**src/rtl/des_pkg.sv**
```systemverilog
// des_pkg: DES tables, permutation/rotation helpers and the FSM encoding
// shared by the iterative decrypt core (and the encrypt path).
// Vectors are declared [N:1] with index N holding FIPS 46 bit 1, so FIPS
// bit k of an N-bit vector lives at index N+1-k.
package des_pkg;

  localparam int ROUNDS = 16;

  // The 4-bit round counter holds 1..16; round 16 wraps to 0.
  localparam logic [3:0] RND_LAST = 4'(ROUNDS);

  typedef enum logic [1:0] {
    ST_IDLE = 2'd0,
    ST_RUN  = 2'd1,
    ST_DONE = 2'd2
  } state_t;

  localparam int IP_T [64] = '{
    58, 50, 42, 34, 26, 18, 10, 2, 60, 52, 44, 36, 28, 20, 12, 4,
    62, 54, 46, 38, 30, 22, 14, 6, 64, 56, 48, 40, 32, 24, 16, 8,
    57, 49, 41, 33, 25, 17,  9, 1, 59, 51, 43, 35, 27, 19, 11, 3,
    61, 53, 45, 37, 29, 21, 13, 5, 63, 55, 47, 39, 31, 23, 15, 7};

  localparam int FP_T [64] = '{
    40, 8, 48, 16, 56, 24, 64, 32, 39, 7, 47, 15, 55, 23, 63, 31,
    38, 6, 46, 14, 54, 22, 62, 30, 37, 5, 45, 13, 53, 21, 61, 29,
    36, 4, 44, 12, 52, 20, 60, 28, 35, 3, 43, 11, 51, 19, 59, 27,
    34, 2, 42, 10, 50, 18, 58, 26, 33, 1, 41,  9, 49, 17, 57, 25};

  localparam int E_T [48] = '{
    32,  1,  2,  3,  4,  5,  4,  5,  6,  7,  8,  9,
     8,  9, 10, 11, 12, 13, 12, 13, 14, 15, 16, 17,
    16, 17, 18, 19, 20, 21, 20, 21, 22, 23, 24, 25,
    24, 25, 26, 27, 28, 29, 28, 29, 30, 31, 32,  1};

  localparam int P_T [32] = '{
    16,  7, 20, 21, 29, 12, 28, 17,  1, 15, 23, 26,  5, 18, 31, 10,
     2,  8, 24, 14, 32, 27,  3,  9, 19, 13, 30,  6, 22, 11,  4, 25};

  localparam int PC1_T [56] = '{
    57, 49, 41, 33, 25, 17,  9,  1, 58, 50, 42, 34, 26, 18,
    10,  2, 59, 51, 43, 35, 27, 19, 11,  3, 60, 52, 44, 36,
    63, 55, 47, 39, 31, 23, 15,  7, 62, 54, 46, 38, 30, 22,
    14,  6, 61, 53, 45, 37, 29, 21, 13,  5, 28, 20, 12,  4};

  localparam int PC2_T [48] = '{
    14, 17, 11, 24,  1,  5,  3, 28, 15,  6, 21, 10,
    23, 19, 12,  4, 26,  8, 16,  7, 27, 20, 13,  2,
    41, 52, 31, 37, 47, 55, 30, 40, 51, 45, 33, 48,
    44, 49, 39, 56, 34, 53, 46, 42, 50, 36, 29, 32};

  // Row-major: entry index = row*16 + column.
  localparam int SBOX_T [8][64] = '{
    '{14, 4,13, 1, 2,15,11, 8, 3,10, 6,12, 5, 9, 0, 7,
       0,15, 7, 4,14, 2,13, 1,10, 6,12,11, 9, 5, 3, 8,
       4, 1,14, 8,13, 6, 2,11,15,12, 9, 7, 3,10, 5, 0,
      15,12, 8, 2, 4, 9, 1, 7, 5,11, 3,14,10, 0, 6,13},
    '{15, 1, 8,14, 6,11, 3, 4, 9, 7, 2,13,12, 0, 5,10,
       3,13, 4, 7,15, 2, 8,14,12, 0, 1,10, 6, 9,11, 5,
       0,14, 7,11,10, 4,13, 1, 5, 8,12, 6, 9, 3, 2,15,
      13, 8,10, 1, 3,15, 4, 2,11, 6, 7,12, 0, 5,14, 9},
    '{10, 0, 9,14, 6, 3,15, 5, 1,13,12, 7,11, 4, 2, 8,
      13, 7, 0, 9, 3, 4, 6,10, 2, 8, 5,14,12,11,15, 1,
      13, 6, 4, 9, 8,15, 3, 0,11, 1, 2,12, 5,10,14, 7,
       1,10,13, 0, 6, 9, 8, 7, 4,15,14, 3,11, 5, 2,12},
    '{ 7,13,14, 3, 0, 6, 9,10, 1, 2, 8, 5,11,12, 4,15,
      13, 8,11, 5, 6,15, 0, 3, 4, 7, 2,12, 1,10,14, 9,
      10, 6, 9, 0,12,11, 7,13,15, 1, 3,14, 5, 2, 8, 4,
       3,15, 0, 6,10, 1,13, 8, 9, 4, 5,11,12, 7, 2,14},
    '{ 2,12, 4, 1, 7,10,11, 6, 8, 5, 3,15,13, 0,14, 9,
      14,11, 2,12, 4, 7,13, 1, 5, 0,15,10, 3, 9, 8, 6,
       4, 2, 1,11,10,13, 7, 8,15, 9,12, 5, 6, 3, 0,14,
      11, 8,12, 7, 1,14, 2,13, 6,15, 0, 9,10, 4, 5, 3},
    '{12, 1,10,15, 9, 2, 6, 8, 0,13, 3, 4,14, 7, 5,11,
      10,15, 4, 2, 7,12, 9, 5, 6, 1,13,14, 0,11, 3, 8,
       9,14,15, 5, 2, 8,12, 3, 7, 0, 4,10, 1,13,11, 6,
       4, 3, 2,12, 9, 5,15,10,11,14, 1, 7, 6, 0, 8,13},
    '{ 4,11, 2,14,15, 0, 8,13, 3,12, 9, 7, 5,10, 6, 1,
      13, 0,11, 7, 4, 9, 1,10,14, 3, 5,12, 2,15, 8, 6,
       1, 4,11,13,12, 3, 7,14,10,15, 6, 8, 0, 5, 9, 2,
       6,11,13, 8, 1, 4,10, 7, 9, 5, 0,15,14, 2, 3,12},
    '{13, 2, 8, 4, 6,15,11, 1,10, 9, 3,14, 5, 0,12, 7,
       1,15,13, 8,10, 3, 7, 4,12, 5, 6,11, 0,14, 9, 2,
       7,11, 4, 1, 9,12,14, 2, 0, 6,10,13,15, 3, 5, 8,
       2, 1,14, 7, 4,10, 8,13,15,12, 9, 0, 3, 5, 6,11}};

  function automatic logic [64:1] des_ip(input logic [64:1] x);
    logic [64:1] y;
    for (int i = 1; i <= 64; i++) y[65-i] = x[65-IP_T[i-1]];
    return y;
  endfunction

  function automatic logic [64:1] des_fp(input logic [64:1] x);
    logic [64:1] y;
    for (int i = 1; i <= 64; i++) y[65-i] = x[65-FP_T[i-1]];
    return y;
  endfunction

  function automatic logic [48:1] des_e(input logic [32:1] x);
    logic [48:1] y;
    for (int i = 1; i <= 48; i++) y[49-i] = x[33-E_T[i-1]];
    return y;
  endfunction

  function automatic logic [32:1] des_p(input logic [32:1] x);
    logic [32:1] y;
    for (int i = 1; i <= 32; i++) y[33-i] = x[33-P_T[i-1]];
    return y;
  endfunction

  // Parity bits 8,16,...,64 are simply never selected.
  function automatic logic [56:1] des_pc1(input logic [64:1] x);
    logic [56:1] y;
    for (int i = 1; i <= 56; i++) y[57-i] = x[65-PC1_T[i-1]];
    return y;
  endfunction

  function automatic logic [48:1] des_pc2(input logic [56:1] x);
    logic [48:1] y;
    for (int i = 1; i <= 48; i++) y[49-i] = x[57-PC2_T[i-1]];
    return y;
  endfunction

  // Outer bits select the row, inner four bits the column.
  function automatic logic [3:0] des_sbox(input logic [2:0] idx, input logic [6:1] b);
    int v;
    v = SBOX_T[idx][{b[6], b[1], b[5:2]}];
    return v[3:0];
  endfunction

  // Decrypt walks the schedule backwards: no move for K16, then undo each
  // left shift in reverse. Encrypt uses the standard left-shift amounts.
  function automatic logic [1:0] des_rot_amt(input logic [3:0] rnd, input logic enc);
    logic [1:0] amt;
    case (rnd)
      4'd1:               amt = enc ? 2'd1 : 2'd0;
      4'd2, 4'd9, RND_LAST: amt = 2'd1;
      default:            amt = 2'd2;
    endcase
    return amt;
  endfunction

  // Right rotation moves bits toward higher FIPS numbers.
  function automatic logic [28:1] des_rotr(input logic [28:1] x, input logic [1:0] n);
    case (n)
      2'd1:    return {x[1], x[28:2]};
      2'd2:    return {x[2:1], x[28:3]};
      default: return x;
    endcase
  endfunction

  function automatic logic [28:1] des_rotl(input logic [28:1] x, input logic [1:0] n);
    case (n)
      2'd1:    return {x[27:1], x[28]};
      2'd2:    return {x[26:1], x[28:27]};
      default: return x;
    endcase
  endfunction

endpackage

```
**src/rtl/des_round_f.sv**
```systemverilog
// des_round_f: combinational DES round function f(R, K) =
// P(S1..S8(E(R) ^ K)). S-box i consumes FIPS bits 6(i-1)+1..6i.
module des_round_f
  import des_pkg::*;
(
  input  logic [32:1] r,
  input  logic [48:1] subkey,
  output logic [32:1] f
);

  logic [48:1] x;
  logic [32:1] s_out;

  assign x = des_e(r) ^ subkey;

  for (genvar i = 1; i <= 8; i++) begin : g_sbox
    assign s_out[36-4*i -: 4] = des_sbox(3'(i - 1), x[54-6*i -: 6]);
  end

  assign f = des_p(s_out);

endmodule

```
**src/rtl/des_decrypt_core.sv**
```systemverilog
// des_decrypt_core: iterative DES decryption, one Feistel round per clock.
// Subkeys K16..K1 are generated on the fly by right-rotating C/D before PC2.
// Optional feature macro DES_DEC_ENC_EN adds an `encrypt` input (sampled at
// accept) that switches the schedule to left rotations, yielding K1..K16.
module des_decrypt_core
  import des_pkg::*;
(
  input  logic        clk,
  input  logic        rst_n,
  input  logic        in_valid,
  output logic        in_ready,
  input  logic [64:1] in_block,
  input  logic [64:1] in_key,
`ifdef DES_DEC_ENC_EN
  input  logic        encrypt,
`endif
  output logic        out_valid,
  input  logic        out_ready,
  output logic [64:1] out_block
);

  state_t      state, state_nxt;
  logic [3:0]  rnd;
  logic [32:1] l_half, r_half;
  logic [28:1] c_half, d_half;
  logic [28:1] c_rot, d_rot;
  logic [1:0]  rot_amt;
  logic [48:1] subkey;
  logic [32:1] f_out;

`ifdef DES_DEC_ENC_EN
  logic enc_mode;
`else
  localparam logic enc_mode = 1'b0;
`endif

  // Key schedule: rotate the current C/D, then select the round subkey.
  assign rot_amt = des_rot_amt(rnd, enc_mode);
  assign c_rot   = enc_mode ? des_rotl(c_half, rot_amt) : des_rotr(c_half, rot_amt);
  assign d_rot   = enc_mode ? des_rotl(d_half, rot_amt) : des_rotr(d_half, rot_amt);
  assign subkey  = des_pc2({c_rot, d_rot});

  des_round_f u_round_f (
    .r      (r_half),
    .subkey (subkey),
    .f      (f_out)
  );

  // State register.
  always_ff @(posedge clk or negedge rst_n) begin
    if (!rst_n) state <= ST_IDLE;
    else        state <= state_nxt;
  end

  // Next-state logic: accept in IDLE, 16 rounds in RUN, hold DONE until taken.
  always_comb begin
    state_nxt = state;
    case (state)
      ST_IDLE: if (in_valid)          state_nxt = ST_RUN;
      ST_RUN:  if (rnd == RND_LAST)   state_nxt = ST_DONE;
      ST_DONE: if (out_ready)         state_nxt = ST_IDLE;
      default:                        state_nxt = ST_IDLE;
    endcase
  end

  // Handshake outputs decoded purely from the state register.
  always_comb begin
    in_ready  = (state == ST_IDLE);
    out_valid = (state == ST_DONE);
  end

  // Final swap and FP are pure wiring on the registered halves.
  assign out_block = des_fp({r_half, l_half});

  // Round datapath: load on accept, one Feistel round per RUN cycle.
  always_ff @(posedge clk or negedge rst_n) begin
    if (!rst_n) begin
      l_half   <= '0;
      r_half   <= '0;
      c_half   <= '0;
      d_half   <= '0;
      rnd      <= 4'd0;
`ifdef DES_DEC_ENC_EN
      enc_mode <= 1'b0;
`endif
    end else if (state == ST_IDLE) begin
      if (in_valid) begin
        {l_half, r_half} <= des_ip(in_block);
        {c_half, d_half} <= des_pc1(in_key);
        rnd              <= 4'd1;
`ifdef DES_DEC_ENC_EN
        enc_mode         <= encrypt;
`endif
      end
    end else if (state == ST_RUN) begin
      l_half <= r_half;
      r_half <= l_half ^ f_out;
      c_half <= c_rot;
      d_half <= d_rot;
      rnd    <= rnd + 4'd1;
    end
  end

endmodule

```
**config.mk**
```make
export PLATFORM = sky130hd
export DESIGN_NAME = des_decrypt_core
export DESIGN_NICKNAME = d
export VERILOG_FILES = /design/src/rtl/des_pkg.sv /design/src/rtl/des_round_f.sv /design/src/rtl/des_decrypt_core.sv
export SDC_FILE = /design/constraint.sdc
export NUM_CORES = 1
export LEC_CHECK = 0
export BUFFER_PORTS_ARGS = -buffer_cell sky130_fd_sc_hd__buf_2
export CAP_MARGIN = 20
export CELL_PAD_IN_SITES_DETAIL_PLACEMENT = 0
export CELL_PAD_IN_SITES_GLOBAL_PLACEMENT = 2
export CORE_ASPECT_RATIO = 1.2
export CORE_MARGIN = 2
export CORE_UTILIZATION = 32
export DETAILED_ROUTE_END_ITERATION = 6
export GPL_ROUTABILITY_DRIVEN = 0
export PLACE_DENSITY = 0.86
export SYNTH_ARGS = -nofsm -noshare
export SYNTH_HDL_FRONTEND = slang
export SYNTH_SLANG_ARGS = --single-unit
```
**constraint.sdc**
```tcl
create_clock -name clk -period 3.8 [get_ports clk]
set_input_delay 1.14 -clock clk [delete_from_list [all_inputs] [get_ports clk]]
set_output_delay 1.14 -clock clk [all_outputs]
set_load 0.01 [all_outputs]
```
==> qor.yml, run 1 <==
timing:
  tightestPinTransition_ns: 0.747
  fmax_mhz: 270
  finalHoldViolations: 0
  timing.final.ws_setup_ns: 0.100
  hold_ws_ns: 0.519
  setup-violations-final: 0
  setup_tns_ns: 0
  rsz0062_at_grt: "yes"
  final_min_period_over_clock_period_pct: 97.4
  layout_min_cycle_time_ns: 3.70
  post_route_skew_ns: 0.0122
  pins_over_slew_limit: 0
  max-slew-margin-rel_pct: 50.2
floorplan:
  chipHeight_um: 226
  fp.coreArea_mm2: 0.0407
  rows: 81
  floorplan.die_area_mm2: 0.0429
  fp.dieW_um: 189
  pin_count: 198
  initial_utilization_pct: 32.4
critical_path:
  critPathCaptureType: "flip-flop"
  critPathKind: "reg -> reg"
  flop2flop_setup_slack_ns: 0.10
  worst-endpoint-arrival_ns: 4.01
  crit_fanout: 5
  crit_path_start_kind: "flip-flop"
  cp_data_required_time_ns: 4.11
synth:
  synthesis.instances: 1623
  synth-compound-area-share_pct: 26.1
  postSynthNetCount: 1821
  synth_simple_gate_area_share_pct: 22.4
  yosys.area.top_type_share_pct: 23.9
  synthDistinctLibCells: 94
  avg_inst_size_synth_um2: 8.13
  synth.area.top_cells: "sky130_fd_sc_hd__dfrtp_1, sky130_fd_sc_hd__ha_1, sky130_fd_sc_hd__nand2_1"
  synth_enable_flop_cells: 0
  mux_cell_area_share_after_synthesis_pct: 5.98
  synth_area_mm2: 0.0132
  synth-seq-cells: 126
  yosys.area_share.adder_pct: 6.26
  yosysWarnings: 0
  dominantRegCellSynth: "sky130_fd_sc_hd__dfrtp_1"
  async_flop_share_pct: 100
  synthXorXnorAreaFrac_pct: 8.94
  dominant_combinational_cell_family_by_area_after_synthesis: "compound AO/OA/AOI/OAI gates"
  synth_top_cell_by_area: "sky130_fd_sc_hd__dfrtp_1"
  seq_area_frac_synth_pct: 23.9
route:
  detail_route.drc_violations: 0
  wl_per_cell_um: 20.9
  ant_nets: 0
  vias: 14203
  detail_route.first_pass.iterations: 6
  drt_wirelength_mm: 51.4
  via_per_inst: 5.78
  drc_violation_total_after_the_first_tritonroute_iteration: 1494
hold_path:
  hold_path.class: "reg -> reg"
placed_design:
  detailedPlacementHpwl_mm: 38.6
  port_buffers: 189
  detailedPlace.worstSlack_ns: -0.247
clock_tree:
  insertion_delay_ns: 0.46
  cts_buffers: 17
  clock_path_buffers: 2
  cts_num_sinks: 126
  clock_tree_from_tritoncts: "built"
  root_buffer: "sky130_fd_sc_hd__clkbuf_16"
  path_clk_slew_ns: 0.07
  cts_htree_levels: 4
  cts-hold-fix-buffers: 0
global_route:
  grt_antenna_before_repair: 0
  vias_in_the_first_global_route: 13418
  grt_util_all_layers_pct: 23.6
  grt_first_pass_wirelength_mm: 78.3
  grt_start_max_net_pins: 108
  grt-ovfl-total: 0
layout:
  layout-drive-gt1-share_pct: 32.3
  utilization_pct: 42.1
  final_net_count: 2104
  antenna-diode-count: 0
  syn2layout_area_growth_pct: 29.9
outcome:
  status: "completed"
flow_run:
  max_cap_viol_count: 0
==> sequential cells by signal (all words and copies together) (netlist names) <==
signal	count
r_half	32
d_half	28
rnd	4
state	2
c_half	28
l_half	32
==> critical path, stage by stage (launching register included) <==
cell,delay [ns]
sky130_fd_sc_hd__dfrtp_1,0.39
sky130_fd_sc_hd__inv_2,0.11
sky130_fd_sc_hd__ha_4,0.21
sky130_fd_sc_hd__nor3_4,0.07
sky130_fd_sc_hd__or3_4,0.40
sky130_fd_sc_hd__buf_6,0.15
sky130_fd_sc_hd__buf_4,0.14
sky130_fd_sc_hd__o221a_4,0.27
sky130_fd_sc_hd__xor2_4,0.17
sky130_fd_sc_hd__ha_4,0.32
sky130_fd_sc_hd__inv_1,0.06
sky130_fd_sc_hd__buf_4,0.15
sky130_fd_sc_hd__a21oi_1,0.16
sky130_fd_sc_hd__o221ai_1,0.13
sky130_fd_sc_hd__mux4_2,0.55
sky130_fd_sc_hd__xor2_1,0.17
sky130_fd_sc_hd__o21ai_1,0.07
==> cell families after synthesis <==
| kind of cell | after synthesis |
|---|---|
| flops | 126 |
| mux | 57 |
| xor+xnor | 99 |
| simple gates | 604 |
| fa+ha+maj | 66 |
| compound gates | 483 |
| buf+inv | 188 |
==> routing by layer <==
layer	vias to the layer above	routed length [µm]	share of wire (%)	track usage (%)
met4	0	1990	3.9	10.0
met3	85	3390	6.6	3.85
met5	-	0	0	0
li1	6639	-	-	-
met2	617	23300	45	37.1
met1	6862	22700	44	32.0
==> layout make-up <==
class / instances / area (µm²)
clock inverters: 15 / 176
flip-flops and latches: 126 / 3150
multi-input cells: 1309 / 9750
fillers: 4132 / 23600
repair buffers: 401 / 2760
well taps: 539 / 674
clock buffers: 17 / 425
inverters: 51 / 196
==> cells in the final DEF (no fill, tap or decap), types with 7 or more instances in the layout <==
cell	netlist	final
sky130_fd_sc_hd__o2111ai_1	10	9
sky130_fd_sc_hd__buf_6	9	8
sky130_fd_sc_hd__inv_1	45	39
sky130_fd_sc_hd__xor2_4	3	11
sky130_fd_sc_hd__or3_1	9	8
sky130_fd_sc_hd__inv_2	5	10
sky130_fd_sc_hd__buf_12	0	15
sky130_fd_sc_hd__mux4_2	17	17
sky130_fd_sc_hd__nand2b_1	8	8
sky130_fd_sc_hd__a31oi_1	97	97
sky130_fd_sc_hd__nor4_1	14	12
sky130_fd_sc_hd__nand3b_1	7	7
sky130_fd_sc_hd__a21oi_1	82	80
sky130_fd_sc_hd__xor2_2	13	9
sky130_fd_sc_hd__nor3_1	40	39
sky130_fd_sc_hd__clkbuf_16	0	17
sky130_fd_sc_hd__and3_1	25	25
sky130_fd_sc_hd__buf_2	29	188
sky130_fd_sc_hd__buf_4	10	190
sky130_fd_sc_hd__nand3_1	50	50
sky130_fd_sc_hd__dfrtp_1	126	126
sky130_fd_sc_hd__o211ai_1	34	34
sky130_fd_sc_hd__ha_1	66	51
sky130_fd_sc_hd__a221o_1	11	11
sky130_fd_sc_hd__mux2i_1	36	35
sky130_fd_sc_hd__o221a_2	28	22
sky130_fd_sc_hd__nand2_1	207	206
sky130_fd_sc_hd__xor2_1	31	27
sky130_fd_sc_hd__nor2_1	141	139
sky130_fd_sc_hd__o21ai_0	73	72
sky130_fd_sc_hd__o221ai_1	9	8
sky130_fd_sc_hd__xnor2_2	16	14
sky130_fd_sc_hd__o21ai_1	12	13
sky130_fd_sc_hd__o31ai_1	11	10
sky130_fd_sc_hd__o221a_4	2	8
sky130_fd_sc_hd__nand4_1	17	17
sky130_fd_sc_hd__or4_1	49	48
sky130_fd_sc_hd__ha_4	0	9
sky130_fd_sc_hd__xnor2_1	34	32
sky130_fd_sc_hd__a211oi_1	31	26
==> cell usage after synthesis, types with 36 or more instances <==
cell type                    n
sky130_fd_sc_hd__dfrtp_1   126
sky130_fd_sc_hd__a21oi_1    82
sky130_fd_sc_hd__nor3_1     40
sky130_fd_sc_hd__nand2_1   207
sky130_fd_sc_hd__nand3_1    50
sky130_fd_sc_hd__a31oi_1    97
sky130_fd_sc_hd__o21ai_0    73
sky130_fd_sc_hd__ha_1       66
sky130_fd_sc_hd__mux2i_1    36
sky130_fd_sc_hd__or4_1      49
sky130_fd_sc_hd__clkbuf_1   73
sky130_fd_sc_hd__nor2_1    141
sky130_fd_sc_hd__inv_1      45
==> through the flow <==
stage,cell area [µm²],cells
3_5_place_dp,16000,2423
4_1_cts,16700,2455
2_1_floorplan,13200,1623
5_1_grt,17100,2458
6_report,17100,2458
3_3_place_gp,16000,2423
==> final timing paths <==
| kind | cells after the start | startpoint | end |
|---|---|---|---|
| hold reg to reg | 2 | d_half[14] | d_half[14] |
| max in group asynchronous | 2 | rst_n | r_half[24] |
| hold / removal | 2 | d_half[14] | d_half[14] |
| setup reg to reg | 16 | rnd[1] | r_half[25] |
| min in group asynchronous | 1 | rst_n | d_half[15] |
| setup / recovery | 16 | rnd[1] | r_half[25] |
==> timing repair <==
action / in CTS / in global routing
setup endpoints to repair: 24 / 31
pin swaps: 2 / 22
buffers inserted: 0 / 5
gates resized for setup: 14 / 79
cloned: 0 / 0
Power of run 1 is not shown: default switching activity piles up to over one toggle a cycle in this logic, so the estimate is an artifact.
==> inputs of run 2 (changes only) <==
--- a/config.mk
+++ b/config.mk
@@ -11,10 +11,11 @@
 export CELL_PAD_IN_SITES_GLOBAL_PLACEMENT = 2
 export CORE_ASPECT_RATIO = 1.2
 export CORE_MARGIN = 2
-export CORE_UTILIZATION = 32
+export CORE_UTILIZATION = 35
 export DETAILED_ROUTE_END_ITERATION = 6
 export GPL_ROUTABILITY_DRIVEN = 0
-export PLACE_DENSITY = 0.86
+export MAX_ROUTING_LAYER = met4
+export PLACE_DENSITY = 0.89
 export SYNTH_ARGS = -nofsm -noshare
 export SYNTH_HDL_FRONTEND = slang
 export SYNTH_SLANG_ARGS = --single-unit
==> constraint.sdc (replaced) <==
create_clock -name clk -period 4.1 [get_ports clk]
set_input_delay 1.23 -clock clk [delete_from_list [all_inputs] [get_ports clk]]
set_output_delay 1.23 -clock clk [all_outputs]
set_load 0.01 [all_outputs]
==> qor.yml, run 2 (synthesis gave the netlist of run 1 again) <==
floorplan:
  initial_utilization_pct: 35.7
  rows: 77
  floorplan.die_area_mm2: 0.0393
  fp.coreArea_mm2: 0.0370
  fp.dieW_um: 181
  pin_count: 198
  chipHeight_um: 217
layout:
  syn2layout_area_growth_pct: 19.6
  layout.cells.most_common_list: "sky130_fd_sc_hd__nand2_1, sky130_fd_sc_hd__buf_2, sky130_fd_sc_hd__nor2_1"
  layout-drive-gt1-share_pct: 26.3
  final_cells: 2295
  fillerInstances: 3807
  top_registers: "l_half x32, r_half x32"
  design_area_mm2: 0.0158
  utilization_pct: 42.6
  multi_input_area_mm2: 0.00933
  final_net_count: 2005
  seqCellArea_mm2: 0.00315
  final_common_cell: "sky130_fd_sc_hd__nand2_1"
global_route:
  grt_antenna_before_repair: 1
  grt_start_max_net_pins: 89
  grt_util_all_layers_pct: 24.6
  grt_first_pass_wirelength_mm: 74.0
  vias_in_the_first_global_route: 12603
  grt-ovfl-total: 0
critical_path:
  r2r-start: "rnd[1]"
  worst_r2r_path_depth: 19
  path_buf_inv: 3
  timing.rr.end: "r_half[26]"
  critical_path_most_common_cell: "sky130_fd_sc_hd__inv_1"
  critical-path-max-stage-delay_ns: 0.43
  critical_path.cell_chain: "inv_1 -> ha_2 -> nor3_4 -> or3_4 -> o22ai_2 -> nor2_2 -> xor2_1 -> inv_1 -> ha_1 -> inv_1 -> nand2_1 -> a2111oi_2 -> nand3b_1 -> o31ai_1 -> a221oi_1 -> a41oi_2 -> xor2_1 -> nor2_1 -> o21ai_1"
  timing.critical_path.max_delay_family: "compound AO/OA/AOI/OAI gates"
  flop2flop_setup_slack_ns: 0.15
  critPathCaptureType: "flip-flop"
  critPathKind: "reg -> reg"
  cp_data_required_time_ns: 4.43
  critical_path.slowest_cell: "sky130_fd_sc_hd__or3_4"
  crit_fanout: 6
  worst-endpoint-arrival_ns: 4.27
  crit_path_start_kind: "flip-flop"
hold_path:
  min_to: "d_half[22]"
  hold_path.class: "reg -> reg"
  min_path_cells: 2
  worst_hold_startpoint: "d_half[22]"
clock_tree:
  path_clk_slew_ns: 0.06
  cts_buffers: 17
  insertion_delay_ns: 0.45
  root_buffer: "sky130_fd_sc_hd__clkbuf_16"
  cts_num_sinks: 126
  cts_htree_levels: 4
  clock_tree_from_tritoncts: "built"
  clock_path_buffers: 2
timing:
  fmax_mhz: 253
  finalHoldViolations: 0
  post_route_skew_ns: 0.0128
  max-slew-margin-rel_pct: 39.0
  layout_min_cycle_time_ns: 3.95
  final_min_period_over_clock_period_pct: 96.2
  tightestPinTransition_ns: 0.912
  rsz0062_at_grt: "yes"
  setup_tns_ns: 0
  pins_over_slew_limit: 0
  setup-violations-final: 0
placed_design:
  detailedPlacementHpwl_mm: 36.0
  port_buffers: 189
  placement.cell_area_mm2: 0.0150
  place.detailed.instances: 2259
route:
  detail_route.first_pass.iterations: 6
  drc_violation_total_after_the_first_tritonroute_iteration: 1295
  wl_per_cell_um: 21.1
  ant_nets: 0
  drt_wirelength_mm: 48.4
  vias: 13694
  via_per_inst: 5.97
  detail_route.drc_violations: 0
outcome:
  status: "completed"
flow_run:
  max_cap_viol_count: 0
==> run 2: changes by cell type in the layout (fill, tap and decap cells not counted), sizes merged <==
cell      change
buf         -100
bufinv        +1
clkbuf        +3
clkinv        +2
clkinvlp      +1
diode         +1
inv           -6
==> run 2: metrics by stage <==
| stage | hold WS, ns | setup slack (ns) |
|---|---|---|
| floorplan | 0.467 | 0.0551 |
| global placement | 0.490 | 0.0901 |
| detailed placement | 0.504 | -0.0372 |
| CTS | 0.517 | 0.0125 |
| global route | 0.557 | -0.0993 |
| finish | 0.520 | 0.154 |
==> run 2: cell type report <==
class	instances	share of cell area, %
antenna	1	0.0159
multi-input combinational	1309	59.2
sequential	126	20.0
tap	474	3.76
clock inverter	13	1.04
timing repair buffer	302	11.9
inverter	51	1.23
clock buffer	19	2.87
==> run 2: layer usage <==
layer  GRT usage [%]  vias to the layer above  wire [µm]
met1            33.1                     6673      21700
met3            3.04                       72       2740
met5               -                        -          0
met4            10.2                        0       1940
li1                -                     6443          -
met2            37.3                      506      22000
==> run 2: what timing repair did <==
action                                  4_1_cts  5_1_grt
gates cloned                                  0        1
pin swaps                                     0        2
hold endpoints to repair                      0        0
hold buffers                                  0        0
buffers inserted                              0        2
resized for setup                             1       21
endpoints found under the setup margin        2       20
==> run 2: worst max-delay path by stage <==
stage	startpoint	to	slack (ns)	depth (start not counted)
after floorplan	rnd[0]	r_half[26]	0.06	22
after global placement	rnd[1]	r_half[7]	0.09	16
after detailed placement	rnd[1]	r_half[26]	-0.04	19
after CTS	rnd[1]	r_half[26]	0.01	19
after global routing	rnd[1]	r_half[26]	-0.1	19
final	rnd[1]	r_half[26]	0.15	19
==> run 2: worst reg2reg max path: cells and delay by family (launching register included) <==
family          cells  cell delay [ns]
xor+xnor            2             0.43
buf+inv             3             0.32
simple gates        6             1.03
fa+ha+maj           2             0.50
flops               1             0.42
compound gates      6             1.11
Power of run 2 is left out for the same reason.
